$ cat src/rtl/load_split_pkg.sv
// Shared encodings for the load split/merge unit: access sizes, FSM states and
// the beat-offset width helper.
package load_split_pkg;

  localparam logic [1:0] SZ_BYTE   = 2'd0;
  localparam logic [1:0] SZ_HALF   = 2'd1;
  localparam logic [1:0] SZ_WORD   = 2'd2;
  localparam logic [1:0] SZ_DOUBLE = 2'd3;

  typedef enum logic [2:0] {
    ST_IDLE    = 3'd0,
    ST_LO_REQ  = 3'd1,
    ST_LO_WAIT = 3'd2,
    ST_HI_REQ  = 3'd3,
    ST_HI_WAIT = 3'd4,
    ST_RESP    = 3'd5
  } state_e;

  function automatic int beat_off_width(input int data_width);
    return $clog2(data_width / 8);
  endfunction

endpackage

$ cat src/rtl/load_merge_extend.sv
// Combinational merge of the low/high beats: byte-shift the addressed data down
// to bit 0, then zero- or sign-extend it to the full result width.
module load_merge_extend
  import load_split_pkg::*;
#(
  parameter int DATA_WIDTH = 64,
  parameter int HAS_SIGN   = 1
) (
  input  logic [DATA_WIDTH-1:0]                     lo,
  input  logic [DATA_WIDTH-1:0]                     hi,
  input  logic [beat_off_width(DATA_WIDTH)-1:0]     off,
  input  logic [1:0]                                size,
  input  logic                                      sign,
  output logic [DATA_WIDTH-1:0]                     data
);

  logic [DATA_WIDTH-1:0] shifted_s;
  logic [DATA_WIDTH-1:0] mask_s;
  logic                  sbit_s;
  logic                  full_s;
  logic                  ext_s;

  assign shifted_s = DATA_WIDTH'({hi, lo} >> {off, 3'b000});

  // Select the kept-bit mask and sign-bit position for the access size
  always_comb begin
    mask_s = {DATA_WIDTH{1'b1}};
    sbit_s = shifted_s[DATA_WIDTH-1];
    full_s = 1'b1;
    case (size)
      SZ_BYTE: begin
        mask_s = DATA_WIDTH'(8'hFF);
        sbit_s = shifted_s[7];
        full_s = 1'b0;
      end
      SZ_HALF: begin
        mask_s = DATA_WIDTH'(16'hFFFF);
        sbit_s = shifted_s[15];
        full_s = 1'b0;
      end
      SZ_WORD: begin
        mask_s = DATA_WIDTH'(32'hFFFF_FFFF);
        sbit_s = shifted_s[31];
        full_s = (DATA_WIDTH == 32);
      end
      default: begin
        mask_s = {DATA_WIDTH{1'b1}};
        sbit_s = shifted_s[DATA_WIDTH-1];
        full_s = 1'b1;
      end
    endcase
  end

  assign ext_s = (HAS_SIGN != 0) && sign && !full_s && sbit_s;
  assign data  = (shifted_s & mask_s) | (ext_s ? ~mask_s : {DATA_WIDTH{1'b0}});

endmodule

$ cat src/rtl/load_split_merge.sv
// Load-data unit: one aligned bus read per request (two when the access crosses
// a beat boundary), merged and extended into a registered response.
module load_split_merge
  import load_split_pkg::*;
#(
  parameter int DATA_WIDTH  = 64,
  parameter int ADDR_WIDTH  = 32,
  parameter int HAS_SIGN    = 1,
  parameter int ALLOW_SPLIT = 1
) (
  input  logic                  clk,
  input  logic                  rst,
  input  logic                  req_valid,
  output logic                  req_ready,
  input  logic [ADDR_WIDTH-1:0] req_addr,
  input  logic [1:0]            req_size,
  input  logic                  req_sign,
  output logic                  bus_req_valid,
  input  logic                  bus_req_ready,
  output logic [ADDR_WIDTH-1:0] bus_req_addr,
  input  logic                  bus_rsp_valid,
  input  logic [DATA_WIDTH-1:0] bus_rsp_data,
  input  logic                  bus_rsp_err,
  output logic                  rsp_valid,
  input  logic                  rsp_ready,
  output logic [DATA_WIDTH-1:0] rsp_data,
  output logic                  rsp_err,
  output logic                  rsp_split
);

  localparam int OFF_W      = beat_off_width(DATA_WIDTH);
  localparam int BEAT_BYTES = DATA_WIDTH / 8;

  generate
    if (DATA_WIDTH != 32 && DATA_WIDTH != 64) begin : g_bad_width
      $error("load_split_merge: DATA_WIDTH must be 32 or 64");
    end
  endgenerate

  state_e                state_r;
  logic [OFF_W-1:0]      off_r;
  logic [1:0]            size_r;
  logic                  sign_r;
  logic                  cross_r;
  logic [DATA_WIDTH-1:0] lo_buf_r;
  logic                  bus_req_valid_r;
  logic [ADDR_WIDTH-1:0] bus_req_addr_r;
  logic                  rsp_valid_r;
  logic [DATA_WIDTH-1:0] rsp_data_r;
  logic                  rsp_err_r;
  logic                  rsp_split_r;

  logic [OFF_W-1:0]      req_off_s;
  logic [4:0]            req_end_s;
  logic                  req_cross_s;
  logic                  req_illegal_s;
  logic [ADDR_WIDTH-1:0] req_base_s;
  logic [DATA_WIDTH-1:0] mrg_lo_s;
  logic [DATA_WIDTH-1:0] merged_s;

  assign req_off_s     = req_addr[OFF_W-1:0];
  assign req_end_s     = 5'(req_off_s) + (5'd1 << req_size);
  assign req_cross_s   = req_end_s > 5'(BEAT_BYTES);
  assign req_illegal_s = ((req_size == SZ_DOUBLE) && (DATA_WIDTH == 32)) ||
                         (req_cross_s && (ALLOW_SPLIT == 0));
  assign req_base_s    = {req_addr[ADDR_WIDTH-1:OFF_W], {OFF_W{1'b0}}};

  // The low beat comes straight off the bus when the access needs only one beat
  assign mrg_lo_s = (state_r == ST_LO_WAIT) ? bus_rsp_data : lo_buf_r;

  load_merge_extend #(
    .DATA_WIDTH (DATA_WIDTH),
    .HAS_SIGN   (HAS_SIGN)
  ) u_merge (
    .lo   (mrg_lo_s),
    .hi   (bus_rsp_data),
    .off  (off_r),
    .size (size_r),
    .sign (sign_r),
    .data (merged_s)
  );

  // Request sequencing FSM with registered bus and response outputs
  always_ff @(posedge clk) begin
    if (rst) begin
      state_r         <= ST_IDLE;
      off_r           <= {OFF_W{1'b0}};
      size_r          <= 2'd0;
      sign_r          <= 1'b0;
      cross_r         <= 1'b0;
      lo_buf_r        <= {DATA_WIDTH{1'b0}};
      bus_req_valid_r <= 1'b0;
      bus_req_addr_r  <= {ADDR_WIDTH{1'b0}};
      rsp_valid_r     <= 1'b0;
      rsp_data_r      <= {DATA_WIDTH{1'b0}};
      rsp_err_r       <= 1'b0;
      rsp_split_r     <= 1'b0;
    end else begin
      case (state_r)
        ST_IDLE: begin
          if (req_valid) begin
            off_r   <= req_off_s;
            size_r  <= req_size;
            sign_r  <= req_sign;
            cross_r <= req_cross_s;
            if (req_illegal_s) begin
              state_r     <= ST_RESP;
              rsp_valid_r <= 1'b1;
              rsp_data_r  <= {DATA_WIDTH{1'b0}};
              rsp_err_r   <= 1'b1;
              rsp_split_r <= 1'b0;
            end else begin
              state_r         <= ST_LO_REQ;
              bus_req_valid_r <= 1'b1;
              bus_req_addr_r  <= req_base_s;
            end
          end
        end
        ST_LO_REQ: begin
          if (bus_req_ready) begin
            bus_req_valid_r <= 1'b0;
            state_r         <= ST_LO_WAIT;
          end
        end
        ST_LO_WAIT: begin
          if (bus_rsp_valid) begin
            lo_buf_r <= bus_rsp_data;
            if (bus_rsp_err) begin
              state_r     <= ST_RESP;
              rsp_valid_r <= 1'b1;
              rsp_data_r  <= {DATA_WIDTH{1'b0}};
              rsp_err_r   <= 1'b1;
              rsp_split_r <= 1'b0;
            end else if (cross_r) begin
              state_r         <= ST_HI_REQ;
              bus_req_valid_r <= 1'b1;
              bus_req_addr_r  <= bus_req_addr_r + ADDR_WIDTH'(BEAT_BYTES);
            end else begin
              state_r     <= ST_RESP;
              rsp_valid_r <= 1'b1;
              rsp_data_r  <= merged_s;
              rsp_err_r   <= 1'b0;
              rsp_split_r <= 1'b0;
            end
          end
        end
        ST_HI_REQ: begin
          if (bus_req_ready) begin
            bus_req_valid_r <= 1'b0;
            state_r         <= ST_HI_WAIT;
          end
        end
        ST_HI_WAIT: begin
          if (bus_rsp_valid) begin
            state_r     <= ST_RESP;
            rsp_valid_r <= 1'b1;
            rsp_data_r  <= bus_rsp_err ? {DATA_WIDTH{1'b0}} : merged_s;
            rsp_err_r   <= bus_rsp_err;
            rsp_split_r <= 1'b1;
          end
        end
        ST_RESP: begin
          if (rsp_ready) begin
            rsp_valid_r <= 1'b0;
            state_r     <= ST_IDLE;
          end
        end
        default: begin
          state_r         <= ST_IDLE;
          bus_req_valid_r <= 1'b0;
          rsp_valid_r     <= 1'b0;
        end
      endcase
    end
  end

  assign req_ready     = (state_r == ST_IDLE) && !rst;
  assign bus_req_valid = bus_req_valid_r;
  assign bus_req_addr  = bus_req_addr_r;
  assign rsp_valid     = rsp_valid_r;
  assign rsp_data      = rsp_data_r;
  assign rsp_err       = rsp_err_r;
  assign rsp_split     = rsp_split_r;

endmodule

$ cat config.mk
export PLATFORM = sky130hd
export DESIGN_NAME = load_split_merge
export DESIGN_NICKNAME = d
export VERILOG_FILES = /design/src/rtl/load_split_pkg.sv /design/src/rtl/load_merge_extend.sv /design/src/rtl/load_split_merge.sv
export SDC_FILE = /design/constraint.sdc
export NUM_CORES = 1
export LEC_CHECK = 0
export CAP_MARGIN = 10
export CORE_MARGIN = 2
export CORE_UTILIZATION = 58
export DETAILED_ROUTE_END_ITERATION = 6
export PLACE_DENSITY_LB_ADDON = 0.1
export SLEW_MARGIN = 30
export SYNTH_ARGS = -nofsm -noshare
export SYNTH_HDL_FRONTEND = slang
export SYNTH_SLANG_ARGS = --single-unit
$ cat constraint.sdc
create_clock -name clk -period 7.5 [get_ports clk]
set_input_delay 1.5 -clock clk [delete_from_list [all_inputs] [get_ports clk]]
set_output_delay 1.5 -clock clk [all_outputs]
set_load 0.05 [all_outputs]
==> impl_metrics.tcl <==
set metrics [dict create \
    setup_total_negative_slack_ns 0 \
    synth.avg_cell_area_sq_um 8.284 \
    initial_utilization_pct 59.29 \
    floorplan.core_area_sq_um 19460 \
    cts_root_buf "sky130_fd_sc_hd__clkbuf_16" \
    cp_buf_inv_count 2 \
    synth_cell_type_count 75 \
    ant_nets 0 \
    highest-signal-layer "met5" \
    area_delta_synth_final_pct 22.02 \
    numCtsBuffers 17 \
    timing.slew.headroom_pct 30.51 \
    timing_worst_slew_pin_value_ns 1.038 \
    groute.usage.overall_pct 36.00 \
    final.period_utilization_pct 57.36 \
    critical_path.max_stage_delay_ns 0.87 \
    timing_max_transition_violations_final 0 \
    yosysWarningCount 0 \
    placed_cells 1751 \
    net_switching_fraction_of_the_power_pct 37.65 \
    report.final.setup_viol 0 \
    drc_errors 0 \
    fmaxAchievable_ghz 0.2324 \
    reg2regPathDepth 5 \
    powerDensity_nw_per_um2 196.2 \
    grt_pass1_vias 10720 \
    max_cap_violations 0 \
    worstReg2RegEnd "rsp_data[12]$_SDFFE_PP0P_" \
    crit_path_end_kind "output pin" \
    worst-endpoint-arrival_ns 2.80 \
    critical_path_peak_fanout 31 \
    postCtsResizedCells 0 \
    reported_leakage_power_uw 0.004491 \
    grt_overflow_total 0 \
    setup_ws_ns 3.198 \
    grt_pass1_wl_mm 60.74 \
    die_width_um 145.1 \
    pwr-share-seq_pct 37.3 \
    met2RoutedLength_mm 16.81 \
    intPower_uw 1723 \
    cts.clk_slew.worst_paths_ns 0.07 \
    combPwrFrac_pct 30.9 \
    dominantRegCellSynth "sky130_fd_sc_hd__dfxtp_1" \
    die_h_um 145.1 \
    post_cts.repair.setup_buffers 0 \
    synthesis.instances 1393 \
    critPathTopFamily "buffers and inverters" \
    totalWireLength_mm 38.81 \
    critical_path_class "in -> out" \
    drt_iter0_markers 1487 \
    rows 51 \
    final_core_utilization_pct 72.35 \
    vias_per_cell 6.588 \
    cts.sink_count 171 \
    hold_viol_final 0 \
    routabilityCongestion 0.9181 \
    worst-r2r-setup-slack_ns 3.84 \
    detail_route.wirelength.met1_mm 16.71 \
    maximum_number_of_pins_on_one_net_before_global_route_repair 115 \
    floorplan.die_area_sq_um 21040 \
    final.hold.worst_slack_ns 0.4530 \
    setup.worst_path.start "rst" \
    rsz0062_at_grt "false" \
    routed-wl-met3_mm 4.276 \
    p_switching_uw 1040 \
    cts_max_path_buffers 2 \
    worstHoldEndpoint "lo_buf_r[4]$_SDFFE_PP0P_" \
    worst_clock_skew_ns 0.01127 \
    critical_path.slowest_cell "sky130_fd_sc_hd__clkdlybuf4s50_1" \
    placement.io_buffers 203 \
    dp_slack_ns 3.219 \
    layout-drive-gt1-share_pct 8.366 \
    synth_edf_count 0 \
    mostFrequentLayoutCell "sky130_fd_sc_hd__nand2_1" \
    outcome "complete, no violations" \
    cts_max_level 4 \
    drtPass1Iterations 5 \
    cp_cell_sequence "buf_4, nor4_1, clkdlybuf4s50_1" \
    syn-cell-area_sq_um 11540 \
    crit_required_ns 6.00 \
    async_reset_ff_share_pct 0 \
    initial_antenna_violation_count 4 \
    cts_tree "done" \
    routedWlPerCell_um 21.74 \
    synth_seq_area_share_pct 29.66 \
    layoutNonFillerInstCount 1785 \
    postCtsHoldBufs 0 \
    clock_insertion_delay_worst_skew_ns 0.44 \
    hold_path_depth 2 \
    vias 11760 \
    ys_ff_latch 171 \
    period_needed_ns 4.302 \
    final_cell_mix "sky130_fd_sc_hd__nand2_1, sky130_fd_sc_hd__clkdlybuf4s50_1, sky130_fd_sc_hd__dfxtp_1" \
    worstHoldPathType "reg -> reg" \
    irDropWorstVdd_mv 0.1684 \
    finalNetCount 1616 \
    timing.rr.start "off_r[1]$_SDFFE_PP0P_" \
    critPathLaunchType "input pin" \
    power_frac_clock_pct 31.8 \
    io_pins 207 \
    hpwlAfterDp_mm 26.92 \
    hp-start "lo_buf_r[4]$_SDFFE_PP0P_" \
]
-- state kept, by name (all words and copies together), names as in the netlist, 2 cells and up --
| name | cells |
|---|---|
| bus_req_addr | 29 |
| rsp_data | 64 |
| off_r | 3 |
| state_r | 3 |
| lo_buf_r | 64 |
| size_r | 2 |
-- power groups by stage --
stage / Combinational (uW) / Clock, uW / Sequential [uW]
floorplan: 497 / 0 / 1110
global placement: 813 / 0 / 1050
detailed placement: 831 / 0 / 1050
CTS: 835 / 879 / 1030
global route: 904 / 924 / 1040
finish: 853 / 878 / 1030
-- per-stage QoR --
step / cell area (sq um) / total power, uW
2_1_floorplan: 11550 / 1609
6_report: 14080 / 2763
5_1_grt: 14080 / 2867
3_3_place_gp: 13420 / 1862
3_5_place_dp: 13500 / 1879
4_1_cts: 14070 / 2741
-- metal layers --
metal | GRT usage [%] | vias to the layer above
li1 | - | 5408
met1 | 51.87 | 5598
met2 | 52.95 | 665
met3 | 9.214 | 84
met4 | 11.18 | 4
met5 | 0 | -
-- how the worst max path moves through the flow --
stage / to / slack (ns) / depth (start not counted)
after floorplan: req_ready / 2.63 / 3
after global placement: rsp_data[57]$_SDFFE_PP0P_ / 3.10 / 8
after detailed placement: req_ready / 3.22 / 3
after CTS: req_ready / 3.20 / 3
after global routing: req_ready / 3.13 / 3
final: req_ready / 3.20 / 3
-- worst register-to-register path, stage by stage (launching register included) --
cell and delay [ns]:
sky130_fd_sc_hd__dfxtp_4 0.96, sky130_fd_sc_hd__buf_4 0.90, sky130_fd_sc_hd__mux2i_1 0.59, sky130_fd_sc_hd__o21ai_0 0.15
sky130_fd_sc_hd__a211oi_1 0.80, sky130_fd_sc_hd__o31ai_1 0.13
-- layout make-up --
class / count / area, sq um
inverter: 14 / 52.55
timing repair buffer: 221 / 2223
clock inverter: 14 / 145.1
antenna: 2 / 5.005
sequential: 171 / 3432
clock buffer: 18 / 429.2
tap: 265 / 331.6
fill: 1614 / 5381
multi-input combinational: 1080 / 7462
-- Yosys cell counts (3+ instances only) --
| master | number | area, sq um |
|---|---|---|
| sky130_fd_sc_hd__a211oi_1 | 34 | 255.2 |
| sky130_fd_sc_hd__o22a_1 | 8 | 70.07 |
| sky130_fd_sc_hd__mux2_2 | 15 | 168.9 |
| sky130_fd_sc_hd__a31o_1 | 32 | 280.3 |
| sky130_fd_sc_hd__and3_1 | 7 | 43.79 |
| sky130_fd_sc_hd__nand3b_1 | 9 | 67.56 |
| sky130_fd_sc_hd__a22o_1 | 23 | 201.4 |
| sky130_fd_sc_hd__nor4_1 | 4 | 25.02 |
| sky130_fd_sc_hd__nand2b_1 | 29 | 181.4 |
| sky130_fd_sc_hd__a41oi_1 | 3 | 26.28 |
| sky130_fd_sc_hd__nor2b_1 | 18 | 112.6 |
| sky130_fd_sc_hd__nand2_1 | 258 | 968.4 |
| sky130_fd_sc_hd__o31ai_1 | 10 | 75.07 |
| sky130_fd_sc_hd__o211ai_1 | 10 | 75.07 |
| sky130_fd_sc_hd__buf_6 | 10 | 112.6 |
| sky130_fd_sc_hd__a32o_1 | 34 | 340.3 |
| sky130_fd_sc_hd__or2_2 | 4 | 25.02 |
| sky130_fd_sc_hd__a31oi_1 | 7 | 43.79 |
| sky130_fd_sc_hd__mux4_2 | 32 | 720.7 |
| sky130_fd_sc_hd__buf_1 | 6 | 22.52 |
| sky130_fd_sc_hd__inv_1 | 13 | 48.80 |
| sky130_fd_sc_hd__nor2_1 | 53 | 198.9 |
| sky130_fd_sc_hd__a21o_1 | 5 | 37.54 |
| sky130_fd_sc_hd__nor3_1 | 9 | 45.04 |
| sky130_fd_sc_hd__and2_0 | 5 | 31.28 |
| sky130_fd_sc_hd__a211o_1 | 11 | 96.34 |
| sky130_fd_sc_hd__a22oi_1 | 9 | 67.56 |
| sky130_fd_sc_hd__buf_4 | 13 | 97.59 |
| sky130_fd_sc_hd__and2_1 | 8 | 50.05 |
| sky130_fd_sc_hd__dfxtp_1 | 171 | 3423 |
| sky130_fd_sc_hd__o22ai_1 | 13 | 81.33 |
| sky130_fd_sc_hd__a21oi_1 | 156 | 780.8 |
| sky130_fd_sc_hd__ha_1 | 4 | 50.05 |
| sky130_fd_sc_hd__or3_1 | 7 | 43.79 |
| sky130_fd_sc_hd__a32oi_1 | 8 | 70.07 |
| sky130_fd_sc_hd__o21ai_0 | 40 | 200.2 |
| sky130_fd_sc_hd__clkbuf_1 | 75 | 281.5 |
| sky130_fd_sc_hd__mux2i_1 | 119 | 1191 |
| sky130_fd_sc_hd__a221oi_1 | 3 | 26.28 |
| sky130_fd_sc_hd__o221ai_1 | 14 | 122.6 |
| sky130_fd_sc_hd__buf_2 | 26 | 130.1 |
| sky130_fd_sc_hd__and4_1 | 3 | 26.28 |
| sky130_fd_sc_hd__nand3_1 | 32 | 160.2 |
-- kinds of logic after synthesis --
logic type                 count (synthesis)  synth area share [%]
adders and majority gates                  5                0.6072
buffers and inverters                    144                 6.039
DFF                                      171                 29.66
AOI/OAI and AO/OA                        442                 26.98
xor gates and xnor gates                   1               0.07591
other                                      1               0.03250
muxes                                    167                 18.16
and+or+nand+nor                          462                 18.44
(Power assumes the default switching activity.)
